### src/rtl/memory_arbiter_if.sv
// Bundle of requester-side and memory-side signals around the backing-memory arbiter.
// slave is the arbiter's view; master is the view of the caches and RAM controller around it.
interface memory_arbiter_if #(
    parameter int unsigned ADDR_W = 32,
    parameter int unsigned DATA_W = 32
);
    logic              halt;
    logic              i_ren;
    logic [ADDR_W-1:0] i_addr;
    logic              i_hit;
    logic [DATA_W-1:0] i_load;
    logic              d_ren;
    logic              d_wen;
    logic              d_atomic;
    logic [ADDR_W-1:0] d_addr;
    logic [DATA_W-1:0] d_store;
    logic              d_hit;
    logic [DATA_W-1:0] d_load;
    logic              ram_ren;
    logic              ram_wen;
    logic [ADDR_W-1:0] ram_addr;
    logic [DATA_W-1:0] ram_store;
    logic [DATA_W-1:0] ram_load;
    logic              ram_ready;
    logic [1:0]        grant;

    modport slave (
        input  halt, i_ren, i_addr, d_ren, d_wen, d_atomic, d_addr, d_store,
               ram_load, ram_ready,
        output i_hit, i_load, d_hit, d_load, ram_ren, ram_wen, ram_addr,
               ram_store, grant
    );

    modport master (
        output halt, i_ren, i_addr, d_ren, d_wen, d_atomic, d_addr, d_store,
               ram_load, ram_ready,
        input  i_hit, i_load, d_hit, d_load, ram_ren, ram_wen, ram_addr,
               ram_store, grant
    );
endinterface

### src/rtl/memory_arbiter.sv
// Shares one backing-memory port between icache (read-only) and dcache (read/write/atomic),
// with data priority, bounded icache starvation, atomic-sequence locking and halt gating.
module memory_arbiter #(
    parameter int unsigned ADDR_W       = 32,
    parameter int unsigned DATA_W       = 32,
    parameter int unsigned STARVE_LIMIT = 4
) (
    input  logic               CLK,
    input  logic               RST,
    memory_arbiter_if.slave    bus
);
    localparam int unsigned CNT_W = $clog2(STARVE_LIMIT + 1);

    typedef enum logic [1:0] {
        IDLE  = 2'b00,
        I_ACC = 2'b01,
        D_ACC = 2'b10
    } state_e;

    state_e             state_q, state_d;
    logic [CNT_W-1:0]   starve_q, starve_d;
    logic               lock_q, lock_d;
    logic               d_req_c;
    logic               starved_c;

    assign d_req_c   = bus.d_ren | bus.d_wen;
    assign starved_c = (starve_q == CNT_W'(STARVE_LIMIT));
    assign bus.grant = 2'(state_q);

    always_ff @(posedge CLK or posedge RST) begin
        if (RST) begin
            state_q  <= IDLE;
            starve_q <= '0;
            lock_q   <= 1'b0;
        end else begin
            state_q  <= state_d;
            starve_q <= starve_d;
            lock_q   <= lock_d;
        end
    end

    // Arbitration, memory-port steering and completion handling.
    always_comb begin
        state_d       = state_q;
        starve_d      = starve_q;
        lock_d        = lock_q;
        bus.i_hit     = 1'b0;
        bus.i_load    = '0;
        bus.d_hit     = 1'b0;
        bus.d_load    = '0;
        bus.ram_ren   = 1'b0;
        bus.ram_wen   = 1'b0;
        bus.ram_addr  = '0;
        bus.ram_store = '0;

        unique case (state_q)
            IDLE: begin
                if (!bus.d_atomic) begin
                    lock_d = 1'b0;
                end
                if (lock_q) begin
                    if (d_req_c) begin
                        state_d = D_ACC;
                        if (bus.i_ren && !starved_c) starve_d = starve_q + CNT_W'(1);
                    end
                end else if (starved_c && bus.i_ren && !bus.halt) begin
                    state_d  = I_ACC;
                    starve_d = '0;
                end else if (d_req_c) begin
                    state_d = D_ACC;
                    if (bus.i_ren && !starved_c) starve_d = starve_q + CNT_W'(1);
                end else if (bus.i_ren && !bus.halt) begin
                    state_d  = I_ACC;
                    starve_d = '0;
                end
            end

            I_ACC: begin
                bus.ram_ren  = 1'b1;
                bus.ram_addr = ADDR_W'(bus.i_addr);
                if (!bus.i_ren) begin
                    state_d = IDLE;
                end else if (bus.ram_ready) begin
                    bus.i_hit  = 1'b1;
                    bus.i_load = DATA_W'(bus.ram_load);
                    state_d    = IDLE;
                end
            end

            D_ACC: begin
                // Write wins when the dcache raises both strobes.
                if (bus.d_wen) begin
                    bus.ram_wen   = 1'b1;
                    bus.ram_store = DATA_W'(bus.d_store);
                end else begin
                    bus.ram_ren = 1'b1;
                end
                bus.ram_addr = ADDR_W'(bus.d_addr);
                if (!d_req_c) begin
                    state_d = IDLE;
                end else if (bus.ram_ready) begin
                    bus.d_hit  = 1'b1;
                    bus.d_load = DATA_W'(bus.ram_load);
                    lock_d     = bus.d_atomic;
                    state_d    = IDLE;
                end
            end

            default: state_d = IDLE;
        endcase
    end
endmodule

### src/flat_wrapper.sv
// flat-port wrapper written by rule: the top's interface ports become plain ports
module memory_arbiter_flat 
#(
    parameter int unsigned ADDR_W       = 32,
    parameter int unsigned DATA_W       = 32,
    parameter int unsigned STARVE_LIMIT = 4
)
  (CLK, RST, bus_halt, bus_i_ren, bus_i_addr, bus_d_ren, bus_d_wen, bus_d_atomic, bus_d_addr, bus_d_store, bus_ram_load, bus_ram_ready, bus_i_hit, bus_i_load, bus_d_hit, bus_d_load, bus_ram_ren, bus_ram_wen, bus_ram_addr, bus_ram_store, bus_grant);
  memory_arbiter_if #(.ADDR_W(ADDR_W), .DATA_W(DATA_W)) bus_i ();
  input  logic CLK;
  input  logic RST;
  input wire logic [$bits(bus_i.halt)-1:0] bus_halt;
  input wire logic [$bits(bus_i.i_ren)-1:0] bus_i_ren;
  input wire logic [$bits(bus_i.i_addr)-1:0] bus_i_addr;
  input wire logic [$bits(bus_i.d_ren)-1:0] bus_d_ren;
  input wire logic [$bits(bus_i.d_wen)-1:0] bus_d_wen;
  input wire logic [$bits(bus_i.d_atomic)-1:0] bus_d_atomic;
  input wire logic [$bits(bus_i.d_addr)-1:0] bus_d_addr;
  input wire logic [$bits(bus_i.d_store)-1:0] bus_d_store;
  input wire logic [$bits(bus_i.ram_load)-1:0] bus_ram_load;
  input wire logic [$bits(bus_i.ram_ready)-1:0] bus_ram_ready;
  output wire logic [$bits(bus_i.i_hit)-1:0] bus_i_hit;
  output wire logic [$bits(bus_i.i_load)-1:0] bus_i_load;
  output wire logic [$bits(bus_i.d_hit)-1:0] bus_d_hit;
  output wire logic [$bits(bus_i.d_load)-1:0] bus_d_load;
  output wire logic [$bits(bus_i.ram_ren)-1:0] bus_ram_ren;
  output wire logic [$bits(bus_i.ram_wen)-1:0] bus_ram_wen;
  output wire logic [$bits(bus_i.ram_addr)-1:0] bus_ram_addr;
  output wire logic [$bits(bus_i.ram_store)-1:0] bus_ram_store;
  output wire logic [$bits(bus_i.grant)-1:0] bus_grant;
  assign bus_i.halt = bus_halt;
  assign bus_i.i_ren = bus_i_ren;
  assign bus_i.i_addr = bus_i_addr;
  assign bus_i.d_ren = bus_d_ren;
  assign bus_i.d_wen = bus_d_wen;
  assign bus_i.d_atomic = bus_d_atomic;
  assign bus_i.d_addr = bus_d_addr;
  assign bus_i.d_store = bus_d_store;
  assign bus_i.ram_load = bus_ram_load;
  assign bus_i.ram_ready = bus_ram_ready;
  assign bus_i_hit = bus_i.i_hit;
  assign bus_i_load = bus_i.i_load;
  assign bus_d_hit = bus_i.d_hit;
  assign bus_d_load = bus_i.d_load;
  assign bus_ram_ren = bus_i.ram_ren;
  assign bus_ram_wen = bus_i.ram_wen;
  assign bus_ram_addr = bus_i.ram_addr;
  assign bus_ram_store = bus_i.ram_store;
  assign bus_grant = bus_i.grant;
  memory_arbiter #(.ADDR_W(ADDR_W), .DATA_W(DATA_W), .STARVE_LIMIT(STARVE_LIMIT)) u_core (.CLK(CLK), .RST(RST), .bus(bus_i));
endmodule
### config.mk
export PLATFORM = sky130hd
export DESIGN_NAME = memory_arbiter_flat
export DESIGN_NICKNAME = d
export VERILOG_FILES = /design/src/rtl/memory_arbiter_if.sv /design/src/rtl/memory_arbiter.sv /design/src/flat_wrapper.sv
export SDC_FILE = /design/constraint.sdc
export NUM_CORES = 1
export LEC_CHECK = 0
export BUFFER_PORTS_ARGS = -buffer_cell sky130_fd_sc_hd__buf_2
export CORE_AREA = 2 2 105 107
export DETAILED_ROUTE_END_ITERATION = 12
export DIE_AREA = 0 0 107 109
export GPL_TIMING_DRIVEN = 0
export HOLD_SLACK_MARGIN = 0.03
export PLACE_DENSITY = 0.5
export SLEW_MARGIN = 25
export SYNTH_ARGS = -nofsm -noshare
export SYNTH_HDL_FRONTEND = slang
export SYNTH_SLANG_ARGS = --single-unit
### constraint.sdc
create_clock -name CLK -period 2.6 [get_ports CLK]
set_input_delay 0.13 -clock CLK [delete_from_list [all_inputs] [get_ports CLK]]
set_output_delay 0.13 -clock CLK [all_outputs]
set_load 0.05 [all_outputs]
After elaboration in Yosys (flattened, before gate mapping)
Index checks and enable logic that the tools add are counted.

word-level totals
  flip-flop bits (word level) = 6
  bits in latches = 0
  memory bits (writable) = 0
  ROM bits = 0
  input bits = 136
  output and inout port bits = 134
  logic and storage cells = 62
  memories = 0

cells by class
  add/sub/neg operators = 1
  $mul = 0
  divide/modulo/power cells = 0
  order comparisons = 0
  equal/unequal tests = 9
  shift-type cells = 0
  mux-type cells = 36
  bitwise operators = 1
  reduce and logical (&&, ||, !) cells = 12

operators with widths
  kind                                                 count
  2-to-1 mux 32 bit                                    7
  one-hot mux 32 bit (2 select lines)                  1
  2-to-1 mux 3 bit                                     6
  2-to-1 mux 2 bit                                     8
  2-to-1 mux 1 bit                                     11
  != test 2 bit, second input constant                 3
  one-hot mux 2 bit (3 select lines)                   1
  logical AND 1 bit                                    4
  != test 4 x 1 -> 1 bit, second input constant        1
  one-hot mux 1 bit (2 select lines)                   2
  AND reduction 4 bit                                  1
  adder 3 x 1 -> 3 bit, second input constant          1
  equality test 3 bit, second input constant           1
  != test 3 bit, second input constant                 1
  AND reduction 3 bit                                  1
  nonzero test 3 bit                                   1
  equality test 2 x 1 -> 1 bit, second input constant  1
  equality test 2 bit, second input constant           1
  zero test 1 bit                                      2
  zero test 2 bit                                      1
  != test 2 x 1 -> 1 bit, second input constant        1
  AND reduction 2 bit                                  1
  nonzero test 2 bit                                   1
  OR 1 bit                                             1

Longest topological paths before layout
Gate-level depths: netlist of run 1.

  depth in word-level cells = 7
  mapped depth = 7

Worst setup path before layout of run 1
OpenSTA, ideal clock, no wires.

  path type = reg2out
  start point = reg u_core.state_q[1], in the netlist u_core.bus.grant[1]
  end point = out bus_i_load[22]
  arrival = 2.436 ns
  required time = 2.470 ns
  slack = 0.034 ns
  cell stages (with the launch flop) = 7
  path buffers = 2
  path through = dfrtp_1 inv_1 ha_1 clkbuf_1 and3_2 clkbuf_1 and2_1

on the way
  longest elaborated chain between the ends = 2

RTL lines
  item                          RTL line              text
  from (decl)                   memory_arbiter.sv:20  state_e state_q, state_d;
  from (signal assigned)        memory_arbiter.sv:36  state_q <= state_d;
  equality test 2 x 1 -> 1 bit  memory_arbiter.sv:56  unique case (state_q)
  2-to-1 mux 32 bit             memory_arbiter.sv:56
  to (decl)                     flat_wrapper.sv:23    output wire logic [$bits(bus_i.i_load)-1:0] bus_i_load;

No other way between the ends.

Worst setup path in the final report of run 1
  start point = reg u_core.state_q[0], in the netlist u_core.bus.grant[0]
  end point = out bus_ram_store[3]

on the way
  longest elaborated chain between the ends = 2

RTL lines
  item                 RTL line              text
  equality test 2 bit  memory_arbiter.sv:56
  2-to-1 mux 32 bit    memory_arbiter.sv:56
  to (decl)            flat_wrapper.sv:29    output wire logic [$bits(bus_i.ram_store)-1:0] bus_ram_store;

No other way between the ends.

==> run metrics, run 1 <==
status=finished, final reports clean; top cell type's share of synthesized area=23.93%; worst path arrival time=2.28 ns; Rows=38; Setup Skew=0.004365 ns; CTS tree=done; Synth cell types=32; crit path kind=register to output port; startpoint class of the critical path=register; M1 WL=3.683 mm; nets=664; crit path cell chain=inv_1, ha_1, clkbuf_1, clkbuf_4, clkbuf_1, and3_1, buf_2; Slew @ Worst Pin=0.5480 ns; top cells by area, synth=and2_1 (24%), a22oi_1 (14%), nor2b_1 (12%); Ys Warns=0; die area=0.01166 mm²; PortBufs=269; area leader, netlist=and2_1; final hold viol count=0; RSZ-0062 raised after global routing=false; DP Cell Count=657; layout cells sized above 1=54.42%; Async SR Flop Fraction=100.0%; flops & latches, synth=6; Leak=2.053 nW; slowest CP cell=dfrtp_1; mapped cell area=0.001725 mm²; Tcrit/Tclk final=92.50%; max incr delay on CP=0.42 ns; Fmax=415.8 MHz; Syn Nets=390; post-route worst setup slack=0.1950 ns; Avg Vias per Cell=4.405; largest family of logic cells by synthesized area=simple AND/OR/NAND/NOR gates; average size of a mapped cell=6.957 µm²; non-filler cells, final=661; P&R area growth vs syn=91.52%; P per Cell Area=879.1 mW/mm²; initial antenna violation count=1; Synth Area in Simple Gates=53.73%; Num CTS Buffers=3; EDFF count, synth=0; Starting Density=16.27%; DRT Pass-1 Iters=4; clock-pin slew on the worst setup and hold paths=0.03 ns; mux cell area share after synthesis=1.740%; Max H-tree Level=1; Main synth FF type=dfrtp_1; post-layout util=31.17%; uppermost layer routed=met4; Bufs and invs on worst path=5; Root Buffer=clkbuf_8; Worst Hold Class=input pin to register; max-capacitance violation count=0; post-synthesis compound-gate area fraction=23.57%; setup TNS=0 ns; DR WL met2=4.671 mm; max-slew violation count=0; Total GRT Usage=13.68%; Vias=2,912; Final ANT Viol Nets=0; pre-CTS setup slack=0.1226 ns; CP dominant cell by count=clkbuf_1; DR WL/cell=13.97 µm; global-route wire length before repair=12.91 mm; final setup violation count=0; die span in y=109 µm; clk_lat worst skew=0.23 ns; io pins=270; maximum root-to-sink buffer count=2; Seq/Total Area, Yosys=8.702%; largest net degree at the start of global routing=11; Worst setup EP type=output port; CTS Sinks=6; min cycle time layout=2.405 ns; crit-path max FO=10; number of global-route vias before repair=2,612; routed wire length=9.231 mm; Largest delay share family, worst path=buffers and inverters; gr ovfl total=0; DR WL met3=759 µm; count leader, synth=and2_1; Post-Synth XOR/XNOR Area=0%; Die Width=107 µm; Core Box Area=0.01060 mm²; headroom to the max-slew limit=63.32%; RePlAce Congestion=0.9113; Starting DRT DRC Count=152; Synth top cells by count=and2_1 (66), nor2b_1 (34), and3_1 (33); Design Power=2.905 mW; DRC viols=0; area share of fa/ha/maj cells after synthesis=4.351%; post-synthesis cell count=248; Peak VDD IR=0.3076 mV; CP required=2.47 ns; post-DP HPWL=7.883 mm
worst reg2reg max path, delay by kind of cell (launching register included):
family	cells	cell delay [ns]
buf+inv	2	0.39
compound gates	3	0.76
flops	1	0.42
fa+ha+maj	1	0.15
stage by stage:
step | hold slack [ns] | instance area [µm²]
2_1_floorplan | -0.07904 | 1725
3_3_place_gp | 0.04961 | 3247
3_5_place_dp | 0.05825 | 3247
4_1_cts | 0.2626 | 3299
5_1_grt | 0.2926 | 3304
6_report | 0.2596 | 3304
state kept, by name, summed over array words and instances, names as in the netlist:
register,count
u_core.lock_q,1
u_core.starve_q,3
u_core.bus.grant,2
metal layers:
layer  GRT usage, %  vias to the layer above
met4          3.803                        0
li1               -                     1407
met5              0                        -
met1          16.54                     1323
met2          25.34                      173
met3          1.793                        9
worst paths after layout:
kind / from / end / slack, ns / depth (start not counted)
setup / recovery: u_core.bus.grant[0] / bus_ram_store[3] / 0.19 / 7
max in group asynchronous: RST / u_core.bus.grant[1] / 2.04 / 3
min in group asynchronous: RST / u_core.starve_q[0] / 0.37 / 3
setup reg to reg: u_core.bus.grant[0] / u_core.lock_q / 0.77 / 6
hold reg to reg: u_core.starve_q[1] / u_core.starve_q[1] / 0.56 / 2
hold / removal: bus_d_atomic / u_core.lock_q / 0.26 / 4
logic make-up after synthesis:
| logic type | Yosys count |
|---|---|
| AO/OA/AOI/OAI | 50 |
| adder cells (fa/ha/maj) | 6 |
| buffers and inverters | 34 |
| flip-flops | 6 |
| multiplexers | 3 |
| AND/OR/NAND/NOR | 149 |
what timing repair did:
action,4_1_cts,5_1_grt
pin swaps,0,0
endpoints found under the hold margin,6,0
gates resized for setup,1,8
endpoints found under the setup margin,30,71
setup buffers,0,0
hold buffers,1,0
layout make-up:
type,count,area (µm²)
Antenna cell,1,2.502
Sequential cell,6,150.1
Inverter,8,30.03
Multi-Input combinational cell,208,1439
Timing Repair Buffer,270,1356
Tap cell,140,175.2
Fill cell,1162,7298
Buffer,25,110.1
Clock buffer,3,41.29
power by group:
| group | internal, mW | leakage [nW] | switching [mW] |
|---|---|---|---|
| Sequential | 0.134 | 0.0751 | 0.0443 |
| Clock | 0.0996 | 0.0216 | 0.0421 |
| Combinational | 0.728 | 1.96 | 1.86 |
| Total | 0.962 | 2.05 | 1.94 |
layout by cell type (no fill, tap or decap), drive strengths merged, types with 2 or more instances in the layout:
cell / instances
buf: 271
and2: 66
nor2b: 34
and3: 34
a22oi: 32
clkbuf: 26
inv: 8
o31ai: 6
ha: 6
dfrtp: 6
nand2: 5
a2111oi: 4
mux2i: 3
and4: 2
or3: 2
nor2: 2
o21ai: 2
No activity file was read; power rests on OpenSTA's default activity.
==> run 2, diff against run 1 <==
--- a/config.mk
+++ b/config.mk
@@ -6,12 +6,14 @@
 export NUM_CORES = 1
 export LEC_CHECK = 0
 export BUFFER_PORTS_ARGS = -buffer_cell sky130_fd_sc_hd__buf_2
-export CORE_AREA = 2 2 105 107
+export CELL_PAD_IN_SITES_DETAIL_PLACEMENT = 0
+export CELL_PAD_IN_SITES_GLOBAL_PLACEMENT = 1
+export CORE_AREA = 2 2 104 106
 export DETAILED_ROUTE_END_ITERATION = 12
-export DIE_AREA = 0 0 107 109
+export DIE_AREA = 0 0 106 108
 export GPL_TIMING_DRIVEN = 0
 export HOLD_SLACK_MARGIN = 0.03
-export PLACE_DENSITY = 0.5
+export PLACE_DENSITY = 0.8
 export SLEW_MARGIN = 25
 export SYNTH_ARGS = -nofsm -noshare
 export SYNTH_HDL_FRONTEND = slang
==> run 2 against run 1 <==
Sequential share of layout area about the same. Utilization rose by 0.99 points. Hold slack worse by 0.014 ns. Flip-flop and latch count is the same. Non-clock buffer count down 1. Via count down 3.2%. Die area shrank 1.8%. Maximum frequency is 0.87% higher. Register-to-register slack improved by 0.05 ns. Sequential power about the same. Critical path depth is 1 lower. Critical path type unchanged. Highest routed layer unchanged.
==> run metrics, run 2 (synthesized netlist as in run 1, its figures left out) <==
DRT Pass-1 Iters=4; Final ANT Viol Nets=0; Clk network pwr share=5.0%; commonest cells after routing, fill and taps aside=buf_2 (270), and2_1 (66), nor2b_1 (34), and3_1 (33), a22oi_1 (32); Core Box Area=0.01023 mm²; crit path kind=register to output port; FF/Latch Area=150.1 µm²; Slew @ Worst Pin=0.4527 ns; reg2reg setup slack=0.82 ns; clk_lat worst skew=0.23 ns; Leak=2.042 nW; Psw=1.938 mW; CTS tree=done; Largest Register=u_core.starve_q; Post-CTS Setup Bufs=0; max incr delay on CP=0.42 ns; Fmax=419.4 MHz; slowest CP cell=dfrtp_1; Max H-tree Level=1; r2r startpoint=u_core.bus.grant[1]; Combinational Power Share=88.9%; Vias=2,818; CTS Sinks=6; max reg flops=3; startpoint class of the critical path=register; die area=0.01145 mm²; final setup violation count=0; Sw Share=66.86%; Min-Delay Endpoint=u_core.lock_q; max-slew violation count=0; Starting DRT DRC Count=97; Bufs and invs on worst path=3; number of diodes=0; Starting Density=16.86%; headroom to the max-slew limit=69.04%; post-DP HPWL=7.376 mm; RePlAce Congestion=0.8567; Peak VDD IR=0.4631 mV; Rows=37; Worst setup EP type=output port; P per Cell Area=881.3 mW/mm²; Root Buffer=clkbuf_8; clock-pin slew on the worst setup and hold paths=0.04 ns; setup TNS=0 ns; status=finished, final reports clean; RSZ-0062 raised after global routing=false; DR WL/cell=12.99 µm; nets=663; Setup Skew=0.003444 ns; commonest non-fill, non-tap cell in the layout=buf_2; global-route wire length before repair=12.75 mm; CP required=2.47 ns; # fillers=1,154; P&R area growth vs syn=90.65%; routed wire length=8.511 mm; Worst Hold Class=input pin to register; Largest delay share family, worst path=buffers and inverters; r2r endpoint=u_core.bus.grant[1]; final hold viol count=0; Internal=0.9607 mW; Num CTS Buffers=3; Total GRT Usage=13.35%; PortBufs=269; number of global-route vias before repair=2,729; max-capacitance violation count=0; initial antenna violation count=0; largest net degree at the start of global routing=11; gr ovfl total=0; Multi-input gate area=0.001439 mm²; Die Width=106 µm; DP Cell Count=653; Hold Startpoint=bus_d_atomic; DRC viols=0; min cycle time layout=2.384 ns; Avg Vias per Cell=4.302; worst path arrival time=2.25 ns; maximum root-to-sink buffer count=2; Tcrit/Tclk final=91.71%; Hold Path Stages=4; sequential share of power=6.1%; io pins=270; crit-path max FO=10; layout cells sized above 1=53.95%; Design Power=2.899 mW; crit path cell chain=inv_1, ha_1, and3_2, clkbuf_1, and2_1, buf_2; non-filler cells, final=655; path depth of the worst reg2reg path=5; die span in y=108 µm
-- run 2: changes by cell type in the layout (fill, tap and decap cells not counted), sizes merged --
cell | before | now
clkbuf | 26 | 25
diode | 1 | 0
-- run 2: metal layers --
metal	part of all wire (%)	wire, µm	global-route usage (%)
met2	54	4564	25.76
met1	40	3386	16.11
met3	5.9	504	1.507
met4	0.65	55	2.162
met5	0	0	0
-- run 2: repair_timing --
action	CTS	global route
endpoints found under the setup margin	31	89
endpoints found under the hold margin	6	0
hold buffers	1	0
resized for setup	1	2
-- run 2: power by group through the flow --
stage / Clock (mW) / Sequential, mW / Combinational, mW
floorplan: 0 / 0.202 / 1.94
global placement: 0 / 0.176 / 2.55
detailed placement: 0 / 0.178 / 2.59
CTS: 0.149 / 0.178 / 2.60
global route: 0.158 / 0.185 / 2.76
finish: 0.145 / 0.177 / 2.58
-- run 2: through the flow --
step | area (µm²) | utilization [%] | worst slack, ns | hold WS, ns
2_1_floorplan | 1725 | - | 0.03352 | -0.07904
3_3_place_gp | 3242 | 31.69 | 0.1539 | 0.05984
3_5_place_dp | 3242 | 31.69 | 0.08411 | 0.08022
4_1_cts | 3294 | 32.20 | 0.03953 | 0.2498
5_1_grt | 3289 | 32.15 | 0.001293 | 0.2681
6_report | 3289 | 32.15 | 0.2156 | 0.2451
-- run 2: area by class of cell --
| cell class | instances | area share (%) |
|---|---|---|
| multi-input combinational | 208 | 43.74 |
| sequential | 6 | 4.564 |
| buffer | 24 | 3.119 |
| clock buffer | 3 | 1.255 |
| timing repair buffer | 270 | 41.23 |
| inverter | 8 | 0.9129 |
| tap | 136 | 5.173 |
-- run 2: worst max path at each step --
| stage | slack [ns] | startpoint | end | depth (start not counted) |
|---|---|---|---|---|
| finish | 0.22 | u_core.bus.grant[1] | bus_i_load[19] | 6 |
| global placement | 0.15 | u_core.bus.grant[0] | bus_ram_store[15] | 7 |
| floorplan | 0.03 | u_core.bus.grant[1] | bus_i_load[22] | 6 |
| CTS | 0.04 | u_core.bus.grant[1] | bus_i_load[20] | 7 |
| detailed placement | 0.08 | u_core.bus.grant[0] | bus_ram_store[30] | 7 |
| global route | 0.001 | u_core.bus.grant[1] | bus_i_load[21] | 6 |
-- run 2: worst register-to-register path: cells and delay by family, from the launching register on --
kind,cells,cell delay (ns)
AOI/OAI and AO/OA,1,0.47
and+or+nand+nor,2,0.31
buffers and inverters,1,0.13
adders and majority gates,1,0.39
DFF,1,0.42
==> run 3, diff against run 2 <==
--- a/config.mk
+++ b/config.mk
@@ -5,7 +5,7 @@
 export SDC_FILE = /design/constraint.sdc
 export NUM_CORES = 1
 export LEC_CHECK = 0
-export BUFFER_PORTS_ARGS = -buffer_cell sky130_fd_sc_hd__buf_2
+export BUFFER_PORTS_ARGS = -buffer_cell sky130_fd_sc_hd__buf_4
 export CELL_PAD_IN_SITES_DETAIL_PLACEMENT = 0
 export CELL_PAD_IN_SITES_GLOBAL_PLACEMENT = 1
 export CORE_AREA = 2 2 104 106
==> run 3 against run 2 <==
Non-clock buffer count increased by 1. Die area is the same. Sequential share of layout area down 0.78 points. Via count fell by 0.35%. Clock skew down 0.0027 ns. Global-route usage increased by 1.2 points. Clock power barely moved. Worst setup slack got worse by 0.042 ns. Critical endpoint is now bus_ram_store[15].
==> run metrics, run 3 (synthesized netlist as in run 1, its figures left out) <==
status=finished, final reports clean; DP Cell Count=653; Bufs and invs on worst path=5; max reg flops=3; global-route wire length before repair=13.77 mm; Final ANT Viol Nets=0; startpoint class of the critical path=register; Crit. path cell count=7; commonest cells after routing, fill and taps aside=buf_4 (269), and2_1 (66), nor2b_1 (34), and3_1 (33), a22oi_1 (32); Root Buffer=clkbuf_8; final setup violation count=0; max incr delay on CP=0.43 ns; maximum root-to-sink buffer count=2; Max H-tree Level=1; slowest CP cell=dfrtp_1; headroom to the max-slew limit=66.74%; crit path kind=register to output port; largest net degree at the start of global routing=11; layout cells sized above 1=53.85%; CTS tree=done; CP dominant cell by count=clkbuf_1; path depth of the worst reg2reg path=6; routed wire length=9.268 mm; Tcrit/Tclk final=93.32%; Worst Hold Class=input pin to register; Die Width=106 µm; Vias=2,808; r2r endpoint=u_core.lock_q; io pins=270; Core Box Area=0.01023 mm²; Starting Density=16.86%; r2r startpoint=u_core.bus.grant[0]; Largest Register=u_core.starve_q; Avg Vias per Cell=4.280; nets=664; Leak=2.162 nW; CTS Sinks=6; post-DP HPWL=7.966 mm; crit-path max FO=10; DR WL/cell=14.13 µm; non-filler cells, final=656; setup TNS=0 ns; P&R area growth vs syn=129.7%; clock-pin slew on the worst setup and hold paths=0.04 ns; clk_lat worst skew=0.23 ns; DRC viols=0; Largest delay share family, worst path=buffers and inverters; Slew @ Worst Pin=0.4970 ns; die span in y=108 µm; RePlAce Congestion=0.7871; P per Cell Area=801.2 mW/mm²; number of global-route vias before repair=2,836; number of diodes=0; worst path arrival time=2.30 ns; beginning of the critical path=u_core.bus.grant[0]; commonest non-fill, non-tap cell in the layout=buf_4; Setup Skew=0.0007870 ns; Starting DRT DRC Count=84; final hold viol count=0; PortBufs=269; Peak VDD IR=0.5183 mV; Fmax=412.1 MHz; Design Power=3.176 mW; die area=0.01145 mm²; RSZ-0062 raised after global routing=false; CP required=2.47 ns; Total GRT Usage=14.58%; min cycle time layout=2.426 ns; crit path cell chain=inv_1, ha_1, clkbuf_1, clkbuf_2, clkbuf_1, and3_1, buf_4; crit path to=bus_ram_store[15]; gr ovfl total=0; DRT Pass-1 Iters=4; max-capacitance violation count=0; max-slew violation count=0; # fillers=1,071; final hold slack=0.2416 ns; Num CTS Buffers=3; reg2reg setup slack=0.73 ns; Rows=37; Worst setup EP type=output port; initial antenna violation count=0
-- run 3: changes by cell type in the layout (fill, tap and decap cells not counted) --
cell / before / now
clkbuf_4: 1 / 0
buf_2: 270 / 1
buf_4: 0 / 269
clkbuf_1: 21 / 22
clkbuf_2: 0 / 1
-- run 3: power breakdown --
| part | switching (mW) | internal [mW] | leakage, nW | total [mW] |
|---|---|---|---|---|
| registers | 0.0450 | 0.134 | 0.0751 | 0.179 |
| clock network | 0.0455 | 0.0999 | 0.0216 | 0.145 |
| logic | 1.89 | 0.962 | 2.07 | 2.85 |
| total | 1.98 | 1.20 | 2.16 | 3.18 |
-- run 3: what timing repair did --
item / 4_1_cts / 5_1_grt
endpoints found under the hold margin: 6 / 0
gates cloned: 0 / 0
hold buffers: 1 / 0
buffers inserted: 0 / 0
setup endpoints to repair: 30 / 29
resized for setup: 1 / 0
-- run 3: how the worst min path moves through the flow --
stage	depth (start not counted)	endpoint	start
final	4	u_core.lock_q	bus_d_atomic
after global routing	3	u_core.lock_q	bus_d_atomic
after CTS	4	u_core.lock_q	bus_d_atomic
after detailed placement	2	u_core.starve_q[2]	RST
after global placement	2	u_core.starve_q[0]	RST
after floorplan	1	u_core.bus.grant[0]	RST
-- run 3: metal layers --
layer	vias to the layer above	wire length, µm	track usage, %
met5	-	0	0
li1	1407	-	-
met4	0	44	2.256
met3	6	560	2.471
met2	116	5129	28.29
met1	1279	3533	17.01
-- run 3: worst register-to-register path: stages (launching register included) --
cell and delay [ns]:
dfrtp_1 0.43, inv_1 0.12, ha_1 0.15, clkbuf_1 0.29
o211a_2 0.37, o21ai_0 0.10, a211o_1 0.29
-- run 3: through the flow --
stage	util (%)	area (µm²)	worst slack [ns]
finish	38.74	3964	0.1736
CTS	38.78	3968	0.1127
floorplan	-	1725	0.03352
global placement	38.27	3915	0.2230
global route	38.74	3964	0.002827
detailed placement	38.27	3915	0.1687
-- run 3: final cells by class --
| cell class | instances | area [µm²] | share of cell area, % |
|---|---|---|---|
| timing repair buffer | 270 | 2029 | 51.20 |
| multi-input combinational | 208 | 1439 | 36.30 |
| tap | 136 | 170.2 | 4.293 |
| sequential | 6 | 150.1 | 3.788 |
| buffer | 25 | 103.9 | 2.620 |
| clock buffer | 3 | 41.29 | 1.042 |
| inverter | 8 | 30.03 | 0.7576 |
